<file path="src/rtl/cddip_ib_arbiter_pkg.sv">
// ---------------------------------------------------------------------------
// cddip_ib_arb_pkg
// Shared types for the CDD engine inbound arbiter:
//   - arb_state_e : arbiter FSM states (ARB selects a source, PASS forwards it)
//   - ib_beat_t   : one AXI-stream beat as stored in the skid buffer
//   - SOT/EOT/MID : tuser codes carried on the stream
// Also provides a default for AXI_S_TID_WIDTH when the build does not set it.
// ---------------------------------------------------------------------------
`ifndef AXI_S_TID_WIDTH
`define AXI_S_TID_WIDTH 8
`endif

package cddip_ib_arb_pkg;

  localparam int TID_MAX_W = 8;  // widest tid a beat can carry

  typedef enum logic {
    ARB  = 1'b0,
    PASS = 1'b1
  } arb_state_e;

  typedef struct packed {
    logic [63:0]          data;
    logic [7:0]           strb;
    logic [7:0]           user;
    logic                 last;
    logic [TID_MAX_W-1:0] tid;
  } ib_beat_t;

  localparam logic [7:0] SOT = 8'h01;
  localparam logic [7:0] EOT = 8'h02;
  localparam logic [7:0] MID = 8'h03;

endpackage

</file>
<file path="src/rtl/cddip_ib_arbiter_if.sv">
// ---------------------------------------------------------------------------
// cddip_ib_arbiter_if
// Bundles the NUM_CH source streams (s_*) and the single engine-facing stream
// (m_*) of the inbound arbiter.
//   slave  : arbiter side (consumes s_*, produces m_*)
//   master : environment side (sources and engine)
// ---------------------------------------------------------------------------
interface cddip_ib_arbiter_if #(
  parameter int NUM_CH = 4,
  parameter int TID_W  = `AXI_S_TID_WIDTH
);
  logic [NUM_CH-1:0]    s_tvalid;
  logic [NUM_CH-1:0]    s_tready;
  logic [NUM_CH*64-1:0] s_tdata;
  logic [NUM_CH*8-1:0]  s_tstrb;
  logic [NUM_CH*8-1:0]  s_tuser;
  logic [NUM_CH-1:0]    s_tlast;

  logic                 m_tvalid;
  logic                 m_tready;
  logic [63:0]          m_tdata;
  logic [7:0]           m_tstrb;
  logic [7:0]           m_tuser;
  logic                 m_tlast;
  logic [TID_W-1:0]     m_tid;

  modport slave (
    input  s_tvalid, s_tdata, s_tstrb, s_tuser, s_tlast, m_tready,
    output s_tready, m_tvalid, m_tdata, m_tstrb, m_tuser, m_tlast, m_tid
  );

  modport master (
    output s_tvalid, s_tdata, s_tstrb, s_tuser, s_tlast, m_tready,
    input  s_tready, m_tvalid, m_tdata, m_tstrb, m_tuser, m_tlast, m_tid
  );
endinterface

</file>
<file path="src/rtl/cddip_ib_arbiter_skid.sv">
// ---------------------------------------------------------------------------
// cddip_axis_skid
// Two-entry registered skid buffer for any packed beat type T.
//   clk, rst      : clock, asynchronous active-high reset
//   in_valid_i    : upstream valid        in_ready_o : upstream ready
//   in_data_i     : upstream beat
//   out_valid_o   : downstream valid      out_ready_i: downstream ready
//   out_data_o    : downstream beat (head entry)
// in_ready_o depends only on the occupancy register, so there is no
// combinational path from out_ready_i back to in_ready_o.
// ---------------------------------------------------------------------------
module cddip_axis_skid
  import cddip_ib_arb_pkg::*;
#(
  parameter type T = ib_beat_t
) (
  input  logic clk,
  input  logic rst,
  input  logic in_valid_i,
  output logic in_ready_o,
  input  T     in_data_i,
  output logic out_valid_o,
  input  logic out_ready_i,
  output T     out_data_o
);

  logic [1:0] cnt_q, cnt_d;
  T           head_q, head_d;
  T           tail_q, tail_d;
  logic       push, pop;

  assign in_ready_o  = (cnt_q != 2'd2);
  assign out_valid_o = (cnt_q != 2'd0);
  assign out_data_o  = head_q;
  assign push        = in_valid_i && in_ready_o;
  assign pop         = out_valid_o && out_ready_i;

  always_comb begin
    cnt_d  = cnt_q;
    head_d = head_q;
    tail_d = tail_q;
    unique case ({push, pop})
      2'b10: begin
        if (cnt_q == 2'd0) head_d = in_data_i;
        else               tail_d = in_data_i;
        cnt_d = cnt_q + 2'd1;
      end
      2'b01: begin
        // Leaving one entry: promote the tail. Going empty: keep head as is.
        if (cnt_q == 2'd2) head_d = tail_q;
        cnt_d = cnt_q - 2'd1;
      end
      2'b11: begin
        // Push implies not full, so occupancy here is exactly one.
        head_d = in_data_i;
      end
      default: ;
    endcase
  end

  always_ff @(posedge clk or posedge rst) begin
    if (rst) begin
      cnt_q  <= 2'd0;
      head_q <= '0;
      tail_q <= '0;
    end else begin
      cnt_q  <= cnt_d;
      head_q <= head_d;
      tail_q <= tail_d;
    end
  end

endmodule

</file>
<file path="src/rtl/cddip_ib_arbiter.sv">
// ---------------------------------------------------------------------------
// cddip_ib_arbiter
// Frame-granular round-robin arbiter in front of the CDD engine inbound port.
// A grant is held from the first beat to tlast; one ARB cycle separates
// frames. Each output beat carries the granted source index on m_tid.
//   clk, rst    : engine clock, asynchronous active-high reset
//   ib          : s_* per-source streams in, m_* engine stream out
//   chan_en     : per-source enable for new grants
//   arb_idle    : no grant held and skid buffer empty
//   timeout_err : sticky per-source stall flag (CDDIP_IB_ARB_TIMEOUT_EN only)
// Build option: define CDDIP_IB_ARB_TIMEOUT_EN to add the mid-frame stall
// counter, the timeout_err port and the TIMEOUT_CYCLES parameter.
// ---------------------------------------------------------------------------
module cddip_ib_arbiter
  import cddip_ib_arb_pkg::*;
#(
  parameter int NUM_CH = 4,
  parameter int TID_W  = `AXI_S_TID_WIDTH
`ifdef CDDIP_IB_ARB_TIMEOUT_EN
  ,
  parameter int TIMEOUT_CYCLES = 10000
`endif
) (
  input  logic              clk,
  input  logic              rst,
  cddip_ib_arbiter_if.slave ib,
  input  logic [NUM_CH-1:0] chan_en,
  output logic              arb_idle
`ifdef CDDIP_IB_ARB_TIMEOUT_EN
  ,
  output logic [NUM_CH-1:0] timeout_err
`endif
);

  localparam int PTR_W = $clog2(NUM_CH);
  localparam logic [PTR_W-1:0] LAST_CH = PTR_W'(NUM_CH - 1);

  arb_state_e        state_q, state_d;
  logic [PTR_W-1:0]  gnt_q, gnt_d;
  logic [PTR_W-1:0]  rr_ptr_q, rr_ptr_d;

  logic [PTR_W:0]    pick;
  logic              skid_in_ready, skid_out_valid;
  logic              gnt_valid, beat_acc;
  ib_beat_t          in_beat, out_beat;

  // Returns {found, index}: first requester at or above ptr, wrapping.
  // Iterating the offset downward lets the nearest requester win.
  function automatic logic [PTR_W:0] rr_pick(input logic [NUM_CH-1:0] req,
                                             input logic [PTR_W-1:0]  ptr);
    logic [PTR_W:0]   res;
    logic [PTR_W-1:0] sel;
    res = '0;
    for (int k = NUM_CH - 1; k >= 0; k--) begin
      sel = PTR_W'((int'(ptr) + k) % NUM_CH);
      if (req[sel]) res = {1'b1, sel};
    end
    return res;
  endfunction

  assign pick      = rr_pick(ib.s_tvalid & chan_en, rr_ptr_q);
  assign gnt_valid = ib.s_tvalid[gnt_q];
  assign beat_acc  = (state_q == PASS) && gnt_valid && skid_in_ready;

  always_ff @(posedge clk or posedge rst) begin
    if (rst) begin
      state_q  <= ARB;
      gnt_q    <= '0;
      rr_ptr_q <= '0;
    end else begin
      state_q  <= state_d;
      gnt_q    <= gnt_d;
      rr_ptr_q <= rr_ptr_d;
    end
  end

  always_comb begin
    state_d  = state_q;
    gnt_d    = gnt_q;
    rr_ptr_d = rr_ptr_q;
    unique case (state_q)
      ARB: begin
        if (pick[PTR_W]) begin
          gnt_d    = pick[PTR_W-1:0];
          rr_ptr_d = (pick[PTR_W-1:0] == LAST_CH) ? '0 : pick[PTR_W-1:0] + 1'b1;
          state_d  = PASS;
        end
      end
      PASS: begin
        if (beat_acc && ib.s_tlast[gnt_q]) state_d = ARB;
      end
      default: state_d = ARB;
    endcase
  end

  always_comb begin
    ib.s_tready = '0;
    if (state_q == PASS) ib.s_tready[gnt_q] = skid_in_ready;
  end

  // Granted-lane mux feeding the skid buffer.
  always_comb begin
    in_beat = '0;
    for (int c = 0; c < NUM_CH; c++) begin
      if (gnt_q == PTR_W'(c)) begin
        in_beat.data = ib.s_tdata[c*64 +: 64];
        in_beat.strb = ib.s_tstrb[c*8 +: 8];
        in_beat.user = ib.s_tuser[c*8 +: 8];
        in_beat.last = ib.s_tlast[c];
      end
    end
    in_beat.tid = TID_MAX_W'(gnt_q);
  end

  cddip_axis_skid #(.T(ib_beat_t)) u_skid (
    .clk         (clk),
    .rst         (rst),
    .in_valid_i  (beat_acc),
    .in_ready_o  (skid_in_ready),
    .in_data_i   (in_beat),
    .out_valid_o (skid_out_valid),
    .out_ready_i (ib.m_tready),
    .out_data_o  (out_beat)
  );

  assign ib.m_tvalid = skid_out_valid;
  assign ib.m_tdata  = out_beat.data;
  assign ib.m_tstrb  = out_beat.strb;
  assign ib.m_tuser  = out_beat.user;
  assign ib.m_tlast  = out_beat.last;
  assign ib.m_tid    = out_beat.tid[TID_W-1:0];
  assign arb_idle    = (state_q == ARB) && !skid_out_valid;

`ifdef CDDIP_IB_ARB_TIMEOUT_EN
  localparam int CNT_W = $clog2(TIMEOUT_CYCLES + 1);

  logic [CNT_W-1:0]  stall_q, stall_d;
  logic [NUM_CH-1:0] err_q, err_d;

  // Counts cycles the granted source leaves a frame hanging; saturates.
  always_comb begin
    stall_d = stall_q;
    err_d   = err_q;
    if (state_q != PASS || beat_acc) begin
      stall_d = '0;
    end else if (!gnt_valid) begin
      if (stall_q != CNT_W'(TIMEOUT_CYCLES)) stall_d = stall_q + 1'b1;
      if (stall_d == CNT_W'(TIMEOUT_CYCLES)) err_d[gnt_q] = 1'b1;
    end
  end

  always_ff @(posedge clk or posedge rst) begin
    if (rst) begin
      stall_q <= '0;
      err_q   <= '0;
    end else begin
      stall_q <= stall_d;
      err_q   <= err_d;
    end
  end

  assign timeout_err = err_q;
`endif

endmodule

</file>
<file path="src/flat_wrapper.sv">
// flat-port wrapper written by rule: the top's interface ports become plain ports
module cddip_ib_arbiter_flat import cddip_ib_arb_pkg::*;
#(
  parameter int NUM_CH = 4,
  parameter int TID_W  = `AXI_S_TID_WIDTH

)
  (clk, rst, chan_en, arb_idle, ib_s_tvalid, ib_s_tdata, ib_s_tstrb, ib_s_tuser, ib_s_tlast, ib_m_tready, ib_s_tready, ib_m_tvalid, ib_m_tdata, ib_m_tstrb, ib_m_tuser, ib_m_tlast, ib_m_tid);
  cddip_ib_arbiter_if #(.NUM_CH(NUM_CH), .TID_W(TID_W)) ib_i ();
  input  logic clk;
  input  logic rst;
  input  logic [NUM_CH-1:0] chan_en;
  output logic arb_idle;
  input wire logic [$bits(ib_i.s_tvalid)-1:0] ib_s_tvalid;
  input wire logic [$bits(ib_i.s_tdata)-1:0] ib_s_tdata;
  input wire logic [$bits(ib_i.s_tstrb)-1:0] ib_s_tstrb;
  input wire logic [$bits(ib_i.s_tuser)-1:0] ib_s_tuser;
  input wire logic [$bits(ib_i.s_tlast)-1:0] ib_s_tlast;
  input wire logic [$bits(ib_i.m_tready)-1:0] ib_m_tready;
  output wire logic [$bits(ib_i.s_tready)-1:0] ib_s_tready;
  output wire logic [$bits(ib_i.m_tvalid)-1:0] ib_m_tvalid;
  output wire logic [$bits(ib_i.m_tdata)-1:0] ib_m_tdata;
  output wire logic [$bits(ib_i.m_tstrb)-1:0] ib_m_tstrb;
  output wire logic [$bits(ib_i.m_tuser)-1:0] ib_m_tuser;
  output wire logic [$bits(ib_i.m_tlast)-1:0] ib_m_tlast;
  output wire logic [$bits(ib_i.m_tid)-1:0] ib_m_tid;
  assign ib_i.s_tvalid = ib_s_tvalid;
  assign ib_i.s_tdata = ib_s_tdata;
  assign ib_i.s_tstrb = ib_s_tstrb;
  assign ib_i.s_tuser = ib_s_tuser;
  assign ib_i.s_tlast = ib_s_tlast;
  assign ib_i.m_tready = ib_m_tready;
  assign ib_s_tready = ib_i.s_tready;
  assign ib_m_tvalid = ib_i.m_tvalid;
  assign ib_m_tdata = ib_i.m_tdata;
  assign ib_m_tstrb = ib_i.m_tstrb;
  assign ib_m_tuser = ib_i.m_tuser;
  assign ib_m_tlast = ib_i.m_tlast;
  assign ib_m_tid = ib_i.m_tid;
  cddip_ib_arbiter #(.NUM_CH(NUM_CH), .TID_W(TID_W)) u_core (.clk(clk), .rst(rst), .ib(ib_i), .chan_en(chan_en), .arb_idle(arb_idle));
endmodule
</file>
<file path="config.mk">
export PLATFORM = sky130hd
export DESIGN_NAME = cddip_ib_arbiter_flat
export DESIGN_NICKNAME = d
export VERILOG_FILES = /design/src/rtl/cddip_ib_arbiter_pkg.sv /design/src/rtl/cddip_ib_arbiter_if.sv /design/src/rtl/cddip_ib_arbiter_skid.sv /design/src/rtl/cddip_ib_arbiter.sv /design/src/flat_wrapper.sv
export SDC_FILE = /design/constraint.sdc
export NUM_CORES = 1
export LEC_CHECK = 0
export ABC_AREA = 1
export BUFFER_PORTS_ARGS = -buffer_cell sky130_fd_sc_hd__buf_2
export CORE_AREA = 2 2 166 168
export CTS_CLUSTER_DIAMETER = 100
export DETAILED_ROUTE_END_ITERATION = 12
export DIE_AREA = 0 0 168 170
export SYNTH_ARGS = -nofsm -noshare
export SYNTH_HDL_FRONTEND = slang
export SYNTH_SLANG_ARGS = --single-unit
</file>
<file path="constraint.sdc">
create_clock -name clk -period 7.33 [get_ports clk]
set_clock_uncertainty 0.2 [all_clocks]
set_input_delay 0.733 -clock clk [delete_from_list [all_inputs] [get_ports clk]]
set_output_delay 0.733 -clock clk [all_outputs]
set_load 0.01 [all_outputs]
</file>
==> run summary, run 1 <==
Cell Area, Placed -> 11500 sq um
clk_lat worst skew -> 420 ps
top post-synthesis cells by area -> dfrtp_1, nand2_1, a221oi_1
asr flop ratio synth -> 100%
GRT Total Usage -> 20.6%
Gate Count Post-Synth -> 1274
initial antenna violation count -> 1
area of the multi-input gates -> 4460 sq um
Clk Tree Root Cell -> clkbuf_16
Final Hold Viols -> 0
post-synthesis sequential area ratio -> 46.6%
drt drc -> 0
PD cells -> 444 nW/um^2
via count -> 9705
CTS Hold Bufs -> 0
drt first pass iters -> 5
first-pass GRT wire length -> 46800 um
Final Total Pwr -> 5.35 mW
Yosys reg bits -> 173
Die W -> 168 um
max-slew violations -> 0
MaxCap Viol Count -> 0
top_reg_cell synth -> dfrtp_1
area delta synth->final -> 29.7%
Worst Path Required -> 7490 ps
PortBufs -> 423
CTS Buf Count -> 17
largest fanout on the critical path -> 84
# rows -> 60
initial DRC count -> 540
Critical Path AT -> 4670 ps
clock sinks -> 173
area of the core -> 26700 sq um
hpwl dp -> 20700 um
Final Core Density -> 45.2%
most common cell after layout, fill and taps aside -> nand2_1
internal reg-to-reg setup slack -> 2820 ps
period utilization -> 61.6%
share of Yosys cell area claimed by the top area cell type -> 46.6%
largest net degree at the start of global routing -> 107
layout cells sized above 1 -> 28.8%
# fillers -> 2766
number of flops mapped to enable cells by yosys -> 0
Max Freq -> 222 MHz
Max clock buf depth -> 2
worst slew pin tran -> 1020 ps
CTS tree -> done
CP Class -> reg2reg
ANT nets after route -> 0
commonest non-fill, non-tap cells in the layout -> nand2_1, buf_2, dfrtp_1
H-tree Lvls -> 4
Vias/cell -> 4.87
worst rel slew slack -> 31.8%
RSZ-0062 raised after global routing -> false
Layout Nets -> 1974
CTS resizes -> 0
Post-CTS Setup Bufs -> 0
Synth warnings -> 0
num ports -> 430
status -> completed
register area -> 4330 sq um
post-route cell area -> 12000 sq um
min-delay worst type -> in2async
CP endpoint kind -> register
maximum vdd drop -> 0.254 mV
Synth area leader -> dfrtp_1
Final setup viols -> 0
P_leak -> 6.59 nW
setup TNS -> 0 ps
CP Launch Type -> register
GP Congestion -> 0.813
Synth cell types -> 26
wire per inst -> 14.9 um
total routed wirelength -> 29700 um
Post-Syn Area -> 9290 sq um
Tmin final -> 4510 ps
Die Y -> 170 um
syn avg cell area -> 7.29 sq um
initial core utilization -> 34.8%
die area -> 28600 sq um
clk slew on worst S/H paths -> 70 ps
vias in the first global route -> 9111
gr ovfl total -> 0
worst paths after layout:
path | from | endpoint | cells past startpoint
min in group clk | u_core.u_skid.out_data_o[0] | u_core.u_skid.out_data_o[0] | 2
worst max register to register | u_core.gnt_q[1] | u_core.u_skid.out_data_o[9] | 15
worst min-delay path | rst | u_core.u_skid.out_data_o[33] | 2
worst min register to register | u_core.u_skid.out_data_o[0] | u_core.u_skid.out_data_o[0] | 2
worst max-delay path | u_core.gnt_q[1] | u_core.u_skid.out_data_o[9] | 15
max in group asynchronous | rst | u_core.u_skid.tail_q[42] | 3
cell families after synthesis:
family | after synthesis | synth area share (%)
compound gates | 260 | 17.4
xor+xnor | 2 | 0.189
other cells | 1 | 0.0404
buf+inv | 114 | 5.82
simple gates | 722 | 29.7
fa+ha+maj | 2 | 0.269
flops | 173 | 46.6
layout make-up:
class	instances	area share [%]
Multi-Input combinational cell	992	37.0
Sequential cell	173	35.9
Timing Repair Buffer	433	18.2
Clock buffer	20	3.71
Tap cell	341	3.54
Clock inverter	12	0.862
Inverter	20	0.696
Antenna cell	1	0.0208
cell usage after synthesis (2+ instances only):
| cell | n |
|---|---|
| nand2_1 | 691 |
| inv_2 | 6 |
| o21ai_0 | 113 |
| buf_4 | 17 |
| a22oi_1 | 2 |
| nor3_1 | 3 |
| dfrtp_1 | 173 |
| ha_1 | 2 |
| o21ai_1 | 57 |
| nand3_1 | 14 |
| a21oi_1 | 5 |
| buf_2 | 3 |
| clkbuf_1 | 67 |
| nor2_1 | 10 |
| a221oi_1 | 80 |
| buf_6 | 6 |
| nor2_4 | 3 |
| inv_1 | 14 |
registers in the layout (all words and copies together) (netlist names):
| register | cells |
|---|---|
| u_core.u_skid.cnt_q | 2 |
| u_core.u_skid.tail_q | 83 |
| u_core.gnt_q | 2 |
| u_core.u_skid.out_data_o | 83 |
| u_core.state_q | 1 |
| u_core.rr_ptr_q | 2 |
worst max-delay path, cell delays in order, from the launching register on:
cell and delay, ps:
dfrtp_1 510, inv_2 120, nor2_4 780, a22oi_1 150, nand2_1 100, nand2_1 160
inv_1 100, ha_1 190, nand2_4 320, inv_1 270, a21oi_4 40, buf_4 350
clkinv_2 100, buf_4 750, nand2_1 120, nand2_1 110
stage by stage:
| step | worst slack [ps] | std cells | hold slack, ps |
|---|---|---|---|
| after floorplan | 1710 | 1279 | 253 |
| after global placement | 2740 | 1959 | 252 |
| after detailed placement | 2690 | 1959 | 253 |
| after CTS | 2660 | 1991 | 243 |
| after global routing | 2250 | 1992 | 269 |
| final | 2820 | 1992 | 209 |
power breakdown:
part / switching, mW / total (mW) / internal (mW)
Combinational: 1.92 / 2.88 / 0.956
Sequential: 0.221 / 1.61 / 1.39
Clock: 0.408 / 0.860 / 0.452
Total: 2.55 / 5.35 / 2.80
layer usage:
layer | vias up | GRT usage (%) | wire length, um
li1 | 4907 | - | -
met1 | 4446 | 26.1 | 13000
met2 | 319 | 35.7 | 14300
met3 | 33 | 3.47 | 1690
met4 | 0 | 6.99 | 671
met5 | - | 0 | 0
Note: power is estimated with default switching activity, not from simulation.
==> run 2, diff against run 1 <==
--- a/config.mk
+++ b/config.mk
@@ -7,10 +7,10 @@
 export LEC_CHECK = 0
 export ABC_AREA = 1
 export BUFFER_PORTS_ARGS = -buffer_cell sky130_fd_sc_hd__buf_2
-export CORE_AREA = 2 2 166 168
+export CORE_AREA = 2 2 169 171
 export CTS_CLUSTER_DIAMETER = 100
 export DETAILED_ROUTE_END_ITERATION = 12
-export DIE_AREA = 0 0 168 170
+export DIE_AREA = 0 0 171 173
 export SYNTH_ARGS = -nofsm -noshare
 export SYNTH_HDL_FRONTEND = slang
 export SYNTH_SLANG_ARGS = --single-unit
==> constraint.sdc (replaced) <==
create_clock -name clk -period 3.9 [get_ports clk]
set_clock_uncertainty 0.2 [all_clocks]
set_input_delay 0.39 -clock clk [delete_from_list [all_inputs] [get_ports clk]]
set_output_delay 0.39 -clock clk [all_outputs]
set_load 0.01 [all_outputs]
==> run 2 against run 1 <==
Against the previous run: worst setup slack worse by 1800 ps; worst hold slack worse by 310 ps; sequential share of layout area fell by 0.40 points; power up 91%; highest routed layer is now met5; core utilization shrank 1.1 points; cell area rose by 1.1%; the flow now finishes with violations (negative hold slack); flip-flop and latch count did not move; sequential power grew 89%; critical path depth is 5 lower.
==> run summary, run 2 (synthesized netlist as in run 1, its figures left out) <==
Clk Tree Root Cell -> clkbuf_16
drt drc -> 0 (unchanged)
setup TNS -> 0 ps (unchanged)
initial DRC count -> 623 (+15%)
CP endpoint kind -> register
Tmin final -> 2920 ps (-1590 ps)
area of the multi-input gates -> 4460 sq um (unchanged)
R2R Path Start -> u_core.gnt_q[0]
Worst Path Required -> 3950 ps (-3540 ps)
Final Hold Viols -> 27 (+27)
Cell Count, Final, Fillers Out -> 2031 (+2.0%)
layout cells sized above 1 -> 29.0% (+0.13 points)
worst hold slack -> -104 ps (-313 ps)
CP Class -> reg2reg
Crit path depth -> 10 (-5)
drt first pass iters -> 5 (unchanged)
CTS Hold Bufs -> 0 (unchanged)
GP Congestion -> 0.827 (+1.7%)
# fillers -> 2887 (+4.4%)
Final Total Pwr -> 10.2 mW (+91%)
Worst Setup SP -> u_core.gnt_q[0]
Final WS setup -> 979 ps (-1840 ps)
clk slew on worst S/H paths -> 70 ps (about the same)
Vias/cell -> 4.80 (-1.6%)
ANT nets after route -> 0 (unchanged)
CP Launch Type -> register
RSZ-0062 raised after global routing -> false
max-slew violations -> 0 (unchanged)
Max Freq -> 342 MHz (+54%)
CTS resizes -> 0 (unchanged)
crit-path cells -> nand2_1 > inv_2 > a22oi_1 > nand2_1 > nand2_1 > inv_1 > ha_1 > nand2_4 > buf_4 > o21ai_0
MaxCap Viol Count -> 0 (unchanged)
PD cells -> 838 nW/um^2 (+89%)
num ports -> 430 (unchanged)
status -> finished with violations
Worst R2R Path Depth -> 10 (-5)
largest net degree at the start of global routing -> 174 (+63%)
met1 GRT Util -> 24.7% (-1.4 points)
number of buffers and inverters on the critical path -> 3 (-3)
register area -> 4330 sq um (unchanged)
H-tree Lvls -> 4 (unchanged)
most common cell after layout, fill and taps aside -> nand2_1
met3 Use GR -> 3.39% (-0.078 points)
CTS tree -> done
Worst path slowest cell -> buf_4
Die W -> 171 um (+1.8%)
failing checks -> negative hold slack
total routed wirelength -> 30100 um (+1.2%)
clk_lat worst skew -> 420 ps (about the same)
DP Cell Count -> 1999 (+2.0%)
initial core utilization -> 33.6% (-1.2 points)
Max clock buf depth -> 2 (unchanged)
period utilization -> 74.9% (+13 points)
commonest non-fill, non-tap cells in the layout -> nand2_1, buf_2, dfrtp_1
Antenna diodes -> 0 (-1)
PortBufs -> 423 (unchanged)
worst rel slew slack -> 22.1% (-9.7 points)
Crit path max-delay family -> buffers and inverters
worst slew pin tran -> 1170 ps (+147 ps)
wire per inst -> 14.8 um (-0.70%)
initial antenna violation count -> 1 (unchanged)
maximum vdd drop -> 0.666 mV (+160%)
Worst path max stage delay -> 760 ps (-20 ps)
vias in the first global route -> 9227 (+1.3%)
gr ovfl total -> 0 (unchanged)
largest fanout on the critical path -> 108 (+29%)
Final setup viols -> 0 (unchanged)
GRT Total Usage -> 19.9% (-0.67 points)
hpwl dp -> 20700 um (-0.13%)
area delta synth->final -> 31.2%
GRT met2 Usage -> 35.9% (+0.15 points)
area of the core -> 27600 sq um (+3.7%)
Post-CTS Setup Bufs -> 0 (unchanged)
# rows -> 61 (+1.7%)
min-delay worst type -> in2async
via count -> 9741 (+0.37%)
Layout Nets -> 1977 (+0.15%)
CTS Buf Count -> 17 (unchanged)
Critical Path AT -> 2970 ps (-1700 ps)
worst slack, placed -> 1010 ps (-1680 ps)
P_leak -> 6.64 nW (+0.77%)
die area -> 29600 sq um (+3.6%)
Die Y -> 173 um (+1.8%)
gr busiest metal -> met2
first-pass GRT wire length -> 47100 um (+0.50%)
clock sinks -> 173 (unchanged)
most frequent CP cell -> nand2_1
[run 2: cell types whose count changed in the layout (fill, tap and decap cells not counted), sizes merged]
cell      change
buf           +3
bufinv        +1
clkinv        +2
clkinvlp      -3
diode         -1
[run 2: path summary, 6_finish.rpt]
kind / end / slack (ps)
max: u_core.u_skid.tail_q[84] / 980
min: u_core.u_skid.out_data_o[10] / -100
max reg2reg: u_core.u_skid.tail_q[84] / 980
min reg2reg: u_core.u_skid.out_data_o[1] / 270
max in group asynchronous: u_core.u_skid.tail_q[24] / 2600
min in group clk: u_core.u_skid.tail_q[31] / 60
[run 2: layout make-up]
cell class                 count  area share (%)
clock buffer                  20            3.67
clock inverter                12            1.04
inverter                      20           0.657
multi-input combinational    992            36.6
sequential                   173            35.5
tap                          378            3.88
timing repair buffer         436            18.6
[run 2: report_power, final]
group	internal [mW]	total [mW]	switching (mW)	leakage (nW)
Clock	0.918	1.69	0.769	0.280
Sequential	2.61	3.04	0.433	2.20
Combinational	1.86	5.48	3.61	4.16
[run 2: metrics by stage]
step / utilization (%) / cell area (sq um)
5_1_grt: 44.1 / 12200
4_1_cts: 44.1 / 12200
3_5_place_dp: 42.0 / 11600
3_3_place_gp: 42.0 / 11600
6_report: 44.1 / 12200
2_1_floorplan: - / 9310
[run 2: layer usage]
layer	vias to the layer above	share of wire [%]
li1	4913	-
met1	4463	43
met2	341	50
met3	22	5.9
met4	2	1.2
met5	-	0.043
[run 2: worst register-to-register path, cell delays in order, from the launching register on]
cell and delay [ps]:
dfrtp_1 490, nand2_1 150, inv_2 40, a22oi_1 150, nand2_1 80, nand2_1 220
inv_1 90, ha_1 240, nand2_4 80, buf_4 770, o21ai_0 250
